[src/rtl/cache_mem_responder.sv]
// Responder end of the cache miss interface: serves line/word reads and drains
// line/word writes against a synchronous 32-bit word SRAM, one word per cycle.
module cache_mem_responder #(
    parameter int ADDR_W = 14,
    parameter int RD_LAT = 0
) (
    input  logic              clk,
    input  logic              reset,
    input  logic              rd_req,
    input  logic [2:0]        rd_type,
    input  logic [31:0]       rd_addr,
    output logic              rd_rdy,
    output logic              ret_valid,
    output logic              ret_last,
    output logic [31:0]       ret_data,
    input  logic              wr_req,
    input  logic [2:0]        wr_type,
    input  logic [31:0]       wr_addr,
    input  logic [3:0]        wr_wstrb,
    input  logic [127:0]      wr_data,
    output logic              wr_rdy,
    output logic              mem_en,
    output logic [3:0]        mem_we,
    output logic [ADDR_W-1:0] mem_addr,
    output logic [31:0]       mem_wdata,
    input  logic [31:0]       mem_rdata
);

    typedef enum logic [2:0] {S_IDLE, S_WAIT, S_RD, S_RD_END, S_WR} state_t;

    localparam logic [3:0] LAT_LAST = 4'((RD_LAT > 0) ? RD_LAT - 1 : 0);

    state_t              state_q, state_d;
    logic                ready_q, ready_d;
    logic [1:0]          cnt_q, cnt_d;
    logic [3:0]          lat_q, lat_d;
    logic [ADDR_W-1:0]   addr_q, addr_d;
    logic                line_q, line_d;
    logic [3:0]          we_q, we_d;
    logic [127:0]        data_q, data_d;
    logic                ret_valid_q, ret_valid_d;
    logic                ret_last_q, ret_last_d;
    logic [31:0]         ret_hold_q, ret_hold_d;
    logic                last_beat;
    logic                rd_line, wr_line;

    // Address bits above the SRAM and below the word are intentionally dropped.
    logic unused_addr_bits;
    assign unused_addr_bits = ^{rd_addr[31:ADDR_W+2], rd_addr[1:0],
                                wr_addr[31:ADDR_W+2], wr_addr[1:0]};

    assign rd_line   = (rd_type == 3'b100);
    assign wr_line   = (wr_type == 3'b100);
    assign last_beat = line_q ? (cnt_q == 2'd3) : 1'b1;

    always_comb begin
        state_d     = state_q;
        ready_d     = 1'b1;
        cnt_d       = cnt_q;
        lat_d       = lat_q;
        addr_d      = addr_q;
        line_d      = line_q;
        we_d        = we_q;
        data_d      = data_q;
        ret_valid_d = 1'b0;
        ret_last_d  = 1'b0;
        ret_hold_d  = ret_valid_q ? mem_rdata : ret_hold_q;

        wr_rdy    = ready_q && (state_q == S_IDLE);
        rd_rdy    = wr_rdy && !wr_req;
        mem_en    = 1'b0;
        mem_we    = 4'h0;
        mem_addr  = {addr_q[ADDR_W-1:2], addr_q[1:0] | cnt_q};
        mem_wdata = data_q[{cnt_q, 5'd0} +: 32];

        case (state_q)
            S_IDLE: begin
                if (wr_req && wr_rdy) begin
                    line_d  = wr_line;
                    addr_d  = {wr_addr[ADDR_W+1:4], wr_line ? 2'b00 : wr_addr[3:2]};
                    we_d    = wr_line ? 4'hf : wr_wstrb;
                    data_d  = wr_data;
                    cnt_d   = 2'd0;
                    state_d = S_WR;
                end else if (rd_req && rd_rdy) begin
                    line_d  = rd_line;
                    addr_d  = {rd_addr[ADDR_W+1:4], rd_line ? 2'b00 : rd_addr[3:2]};
                    cnt_d   = 2'd0;
                    lat_d   = 4'd0;
                    state_d = (RD_LAT > 0) ? S_WAIT : S_RD;
                end
            end
            S_WAIT: begin
                lat_d = lat_q + 4'd1;
                if (lat_q == LAT_LAST) state_d = S_RD;
            end
            S_RD: begin
                mem_en      = 1'b1;
                ret_valid_d = 1'b1;
                ret_last_d  = last_beat;
                cnt_d       = cnt_q + 2'd1;
                if (last_beat) begin
                    cnt_d   = 2'd0;
                    state_d = S_RD_END;
                end
            end
            // Final read beat is still on ret_* here, so stay unready one more cycle.
            S_RD_END: state_d = S_IDLE;
            S_WR: begin
                mem_en = 1'b1;
                mem_we = we_q;
                cnt_d  = cnt_q + 2'd1;
                if (last_beat) begin
                    cnt_d   = 2'd0;
                    state_d = S_IDLE;
                end
            end
            default: state_d = S_IDLE;
        endcase
    end

    always_ff @(posedge clk or posedge reset) begin
        if (reset) begin
            state_q     <= S_IDLE;
            ready_q     <= 1'b0;
            cnt_q       <= 2'd0;
            lat_q       <= 4'd0;
            addr_q      <= '0;
            line_q      <= 1'b0;
            we_q        <= 4'h0;
            data_q      <= '0;
            ret_valid_q <= 1'b0;
            ret_last_q  <= 1'b0;
            ret_hold_q  <= 32'h0;
        end else begin
            state_q     <= state_d;
            ready_q     <= ready_d;
            cnt_q       <= cnt_d;
            lat_q       <= lat_d;
            addr_q      <= addr_d;
            line_q      <= line_d;
            we_q        <= we_d;
            data_q      <= data_d;
            ret_valid_q <= ret_valid_d;
            ret_last_q  <= ret_last_d;
            ret_hold_q  <= ret_hold_d;
        end
    end

    assign ret_valid = ret_valid_q;
    assign ret_last  = ret_last_q;
    assign ret_data  = ret_valid_q ? mem_rdata : ret_hold_q;

endmodule
[config.mk]
export PLATFORM = sky130hd
export DESIGN_NAME = cache_mem_responder
export DESIGN_NICKNAME = d
export VERILOG_FILES = /design/src/rtl/cache_mem_responder.sv
export SDC_FILE = /design/constraint.sdc
export NUM_CORES = 1
export LEC_CHECK = 0
export BUFFER_PORTS_ARGS = -buffer_cell sky130_fd_sc_hd__buf_2
export CAP_MARGIN = 40
export CORE_MARGIN = 3
export CORE_UTILIZATION = 50
export DETAILED_ROUTE_END_ITERATION = 8
export GPL_TIMING_DRIVEN = 1
export PLACE_DENSITY_LB_ADDON = 0.2
export REMOVE_ABC_BUFFERS = 1
export SETUP_SLACK_MARGIN = 0.02
export SKIP_CTS_REPAIR_TIMING = 1
export SLEW_MARGIN = 20
export SYNTH_ARGS = -nofsm -noshare
export SYNTH_HDL_FRONTEND = slang
export SYNTH_SLANG_ARGS = --single-unit
[constraint.sdc]
create_clock -name clk -period 6.8 [get_ports clk]
set_input_delay 0.34 -clock clk [delete_from_list [all_inputs] [get_ports clk]]
set_output_delay 0.34 -clock clk [all_outputs]
set_load 0.01 [all_outputs]
==> flow_metrics.env <==
export IMPL_slew_headroom=0.325
export IMPL_grtUsageTotal=0.201
export IMPL_synth_seq_cells=191
export IMPL_final_setup_skew_ns=0.0107
export IMPL_yosysSeqAreaShare=0.534
export IMPL_numPortBuffers=288
export IMPL_postSynth_asyncResetShare=1.00
export IMPL_cts_path_max_buffers=2
export IMPL_post_place_ws_ns=4.01
export IMPL_layout_drive_gt1_share=0.625
export IMPL_start_util=0.514
export IMPL_routed_via_density=5.29
export IMPL_timing_critical_path_required_ns=7.10
export IMPL_synthesis_yosys_warnings=0
export IMPL_finalWeightedCongestion=0.809
export IMPL_antenna_found_initial=6
export IMPL_critPathCaptureType="register"
export IMPL_finalSetupTns_ns=0
export IMPL_netlist_instances=563
export IMPL_total_power_mw=5.10
export IMPL_crit_type="reg -> reg"
export IMPL_detail_route_iter0_violations=208
export IMPL_synth_area_um2=8960
export IMPL_cts_tree="yes"
export IMPL_run_status="complete, no violations"
export IMPL_cap_viol_max_count=0
export IMPL_ys_flop_type="sky130_fd_sc_hd__dfrtp_1"
export IMPL_nets=1066
export IMPL_gr_total_overflow=0
export IMPL_vias_in_the_first_global_route=6069
export IMPL_timing_rr_start="state_q[2]"
export IMPL_fin_crit_ns=2.72
export IMPL_core_um2=17400
export IMPL_tritoncts_num_buffers=17
export IMPL_die_h_um=140
export IMPL_place_detailed_hpwl_um=13600
export IMPL_ant_nets=0
export IMPL_post_route_worst_setup_slack_ns=4.08
export IMPL_row_count=48
export IMPL_die_width_um=140
export IMPL_flow_area_growth_from_synthesis_pct=22.5
export IMPL_detail_route_wl_per_cell_um=18.4
export IMPL_critPathLaunchType="register"
export IMPL_htreeDepth=4
export IMPL_holdCritPathClass="in -> reg"
export IMPL_cts_clk_slew_worst_paths_ns=0.07
export IMPL_dr_total_vias=5635
export IMPL_fin_worst_hold_slack_ns=0.131
export IMPL_hp_start="wr_data[44]"
export IMPL_cts_root_buf="sky130_fd_sc_hd__clkbuf_16"
export IMPL_power_static_leakage_nw=5.17
export IMPL_worst_path_max_fanout=129
export IMPL_grt_start_max_net_pins=130
export IMPL_drt_drc_violations_left=0
export IMPL_hold_violations=0
export IMPL_synth_cell_types=44
export IMPL_timing_fmax_mhz=367
export IMPL_die_footprint_um2=19600
export IMPL_worst_pin_slew_ns=1.01
export IMPL_post_route_util=0.630
export IMPL_wire_length_of_the_first_global_routing_pass_um=31700
export IMPL_critPathLaunch="state_q[2]"
export IMPL_synth_avg_cell_area_um2=15.9
export IMPL_rsz0062_at_grt="false"
export IMPL_clock_insertion_delay_worst_skew_ns=0.43
export IMPL_tritoncts_num_sinks=191
export IMPL_fin_crit_sh=0.400
export IMPL_vdd_drop_max_uv=195
export IMPL_synth_edf_count=0
export IMPL_io_pins=325
export IMPL_timing_max_transition_violations_final=0
export IMPL_final_setup_viol_count=0
export IMPL_dr_pass1_iters=6
export IMPL_cellPowerDensity_nw_per_um2=465
export IMPL_cp_data_arrival_time_ns=3.02
export IMPL_drt_total_wl_um=19600
## power breakdown
part / internal, mW / switching [mW]
Combinational: 1.19 / 0.811
Sequential: 1.70 / 0.316
Clock: 0.633 / 0.441
Total: 3.53 / 1.57
## Yosys cell counts (2+ instances only)
| library cell | number | area (um2) |
|---|---|---|
| sky130_fd_sc_hd__o21ai_0 | 21 | 105 |
| sky130_fd_sc_hd__nand4b_1 | 2 | 17.5 |
| sky130_fd_sc_hd__a31oi_1 | 15 | 93.8 |
| sky130_fd_sc_hd__nor2_1 | 8 | 30.0 |
| sky130_fd_sc_hd__buf_4 | 17 | 128 |
| sky130_fd_sc_hd__mux2_4 | 100 | 1500 |
| sky130_fd_sc_hd__o211ai_1 | 3 | 22.5 |
| sky130_fd_sc_hd__o21bai_1 | 2 | 15.0 |
| sky130_fd_sc_hd__buf_1 | 4 | 15.0 |
| sky130_fd_sc_hd__inv_1 | 3 | 11.3 |
| sky130_fd_sc_hd__or3b_2 | 2 | 17.5 |
| sky130_fd_sc_hd__nor3b_1 | 5 | 37.5 |
| sky130_fd_sc_hd__dfrtp_1 | 191 | 4780 |
| sky130_fd_sc_hd__a21oi_1 | 17 | 85.1 |
| sky130_fd_sc_hd__a21o_1 | 4 | 30.0 |
| sky130_fd_sc_hd__mux4_2 | 32 | 721 |
| sky130_fd_sc_hd__and2_1 | 6 | 37.5 |
| sky130_fd_sc_hd__nand3_1 | 14 | 70.1 |
| sky130_fd_sc_hd__buf_6 | 5 | 56.3 |
| sky130_fd_sc_hd__mux2_2 | 52 | 586 |
| sky130_fd_sc_hd__mux2_1 | 9 | 101 |
| sky130_fd_sc_hd__buf_2 | 6 | 30.0 |
| sky130_fd_sc_hd__ha_1 | 3 | 37.5 |
| sky130_fd_sc_hd__or2_2 | 3 | 18.8 |
| sky130_fd_sc_hd__buf_12 | 11 | 220 |
| sky130_fd_sc_hd__clkbuf_1 | 10 | 37.5 |
## flip-flops by register name, summed over array words and instances, names as in the netlist
signal,cells
line_q,1
lat_q,4
state_q,3
ret_last,1
ret_hold_q,32
addr_q,14
ret_valid,1
cnt_q,2
data_q,128
we_q,4
ready_q,1
## cell usage in the layout (no fill, tap or decap), types with 3 or more instances in the layout
cell	n
sky130_fd_sc_hd__a21o_1	4
sky130_fd_sc_hd__clkbuf_16	17
sky130_fd_sc_hd__a21oi_1	17
sky130_fd_sc_hd__mux2_4	100
sky130_fd_sc_hd__mux2_1	9
sky130_fd_sc_hd__clkinvlp_4	3
sky130_fd_sc_hd__mux4_2	32
sky130_fd_sc_hd__and2_1	6
sky130_fd_sc_hd__nor3b_1	5
sky130_fd_sc_hd__o21ai_0	21
sky130_fd_sc_hd__mux2_2	52
sky130_fd_sc_hd__o211ai_1	3
sky130_fd_sc_hd__or2_2	3
sky130_fd_sc_hd__buf_2	288
sky130_fd_sc_hd__dfrtp_1	189
sky130_fd_sc_hd__inv_6	4
sky130_fd_sc_hd__nand3_1	14
sky130_fd_sc_hd__ha_1	3
sky130_fd_sc_hd__buf_4	3
sky130_fd_sc_hd__bufinv_16	4
sky130_fd_sc_hd__nor2_1	8
sky130_fd_sc_hd__a31oi_1	15
## through the flow
stage,instance area [um2],instances
floorplan,8470,510
global placement,10200,1027
detailed placement,10300,1028
CTS,10900,1060
global route,11000,1065
finish,11000,1065
## metal layers
layer	vias to the layer above	part of all wire	routed length (um)	track usage
met3	34	0.075	1470	0.0694
li1	2569	-	-	-
met4	8	0.021	417	0.0653
met5	-	0.0033	65	0
met1	2813	0.41	8130	0.262
met2	211	0.49	9510	0.320
## kinds of logic after synthesis
logic type | share of synthesized area
multiplexers | 0.325
flip-flops | 0.534
AO/OA/AOI/OAI | 0.0440
buffers and inverters | 0.0570
AND/OR/NAND/NOR | 0.0340
adder cells (fa/ha/maj) | 0.00419
XOR/XNOR | 0.00196
other | 0.000419
## area by class of cell
type	instances	area, um2
inverter	5	31.3
clock inverter	14	203
multi-input combinational	314	3670
antenna	2	5.00
timing repair buffer	296	1560
fill	1355	6440
tap	225	282
sequential	191	4780
clock buffer	18	439
## critical path: stages (launching register included)
cell                      delay (ns)
sky130_fd_sc_hd__dfrtp_1        0.48
sky130_fd_sc_hd__or4b_4         0.73
sky130_fd_sc_hd__nor2_8         0.15
sky130_fd_sc_hd__buf_12         0.58
sky130_fd_sc_hd__mux2_2         0.42
## worst paths after layout
kind / end / slack [ns] / cells after the start
worst min-delay path: data_q[44] / 0.13 / 2
worst min register to register: data_q[44] / 0.48 / 1
worst max register to register: data_q[27] / 4.08 / 4
worst max-delay path: data_q[27] / 4.08 / 4
min in group asynchronous: ret_hold_q[14] / 0.45 / 3
max in group asynchronous: data_q[91] / 5.08 / 6
(Power assumes the default switching activity.)
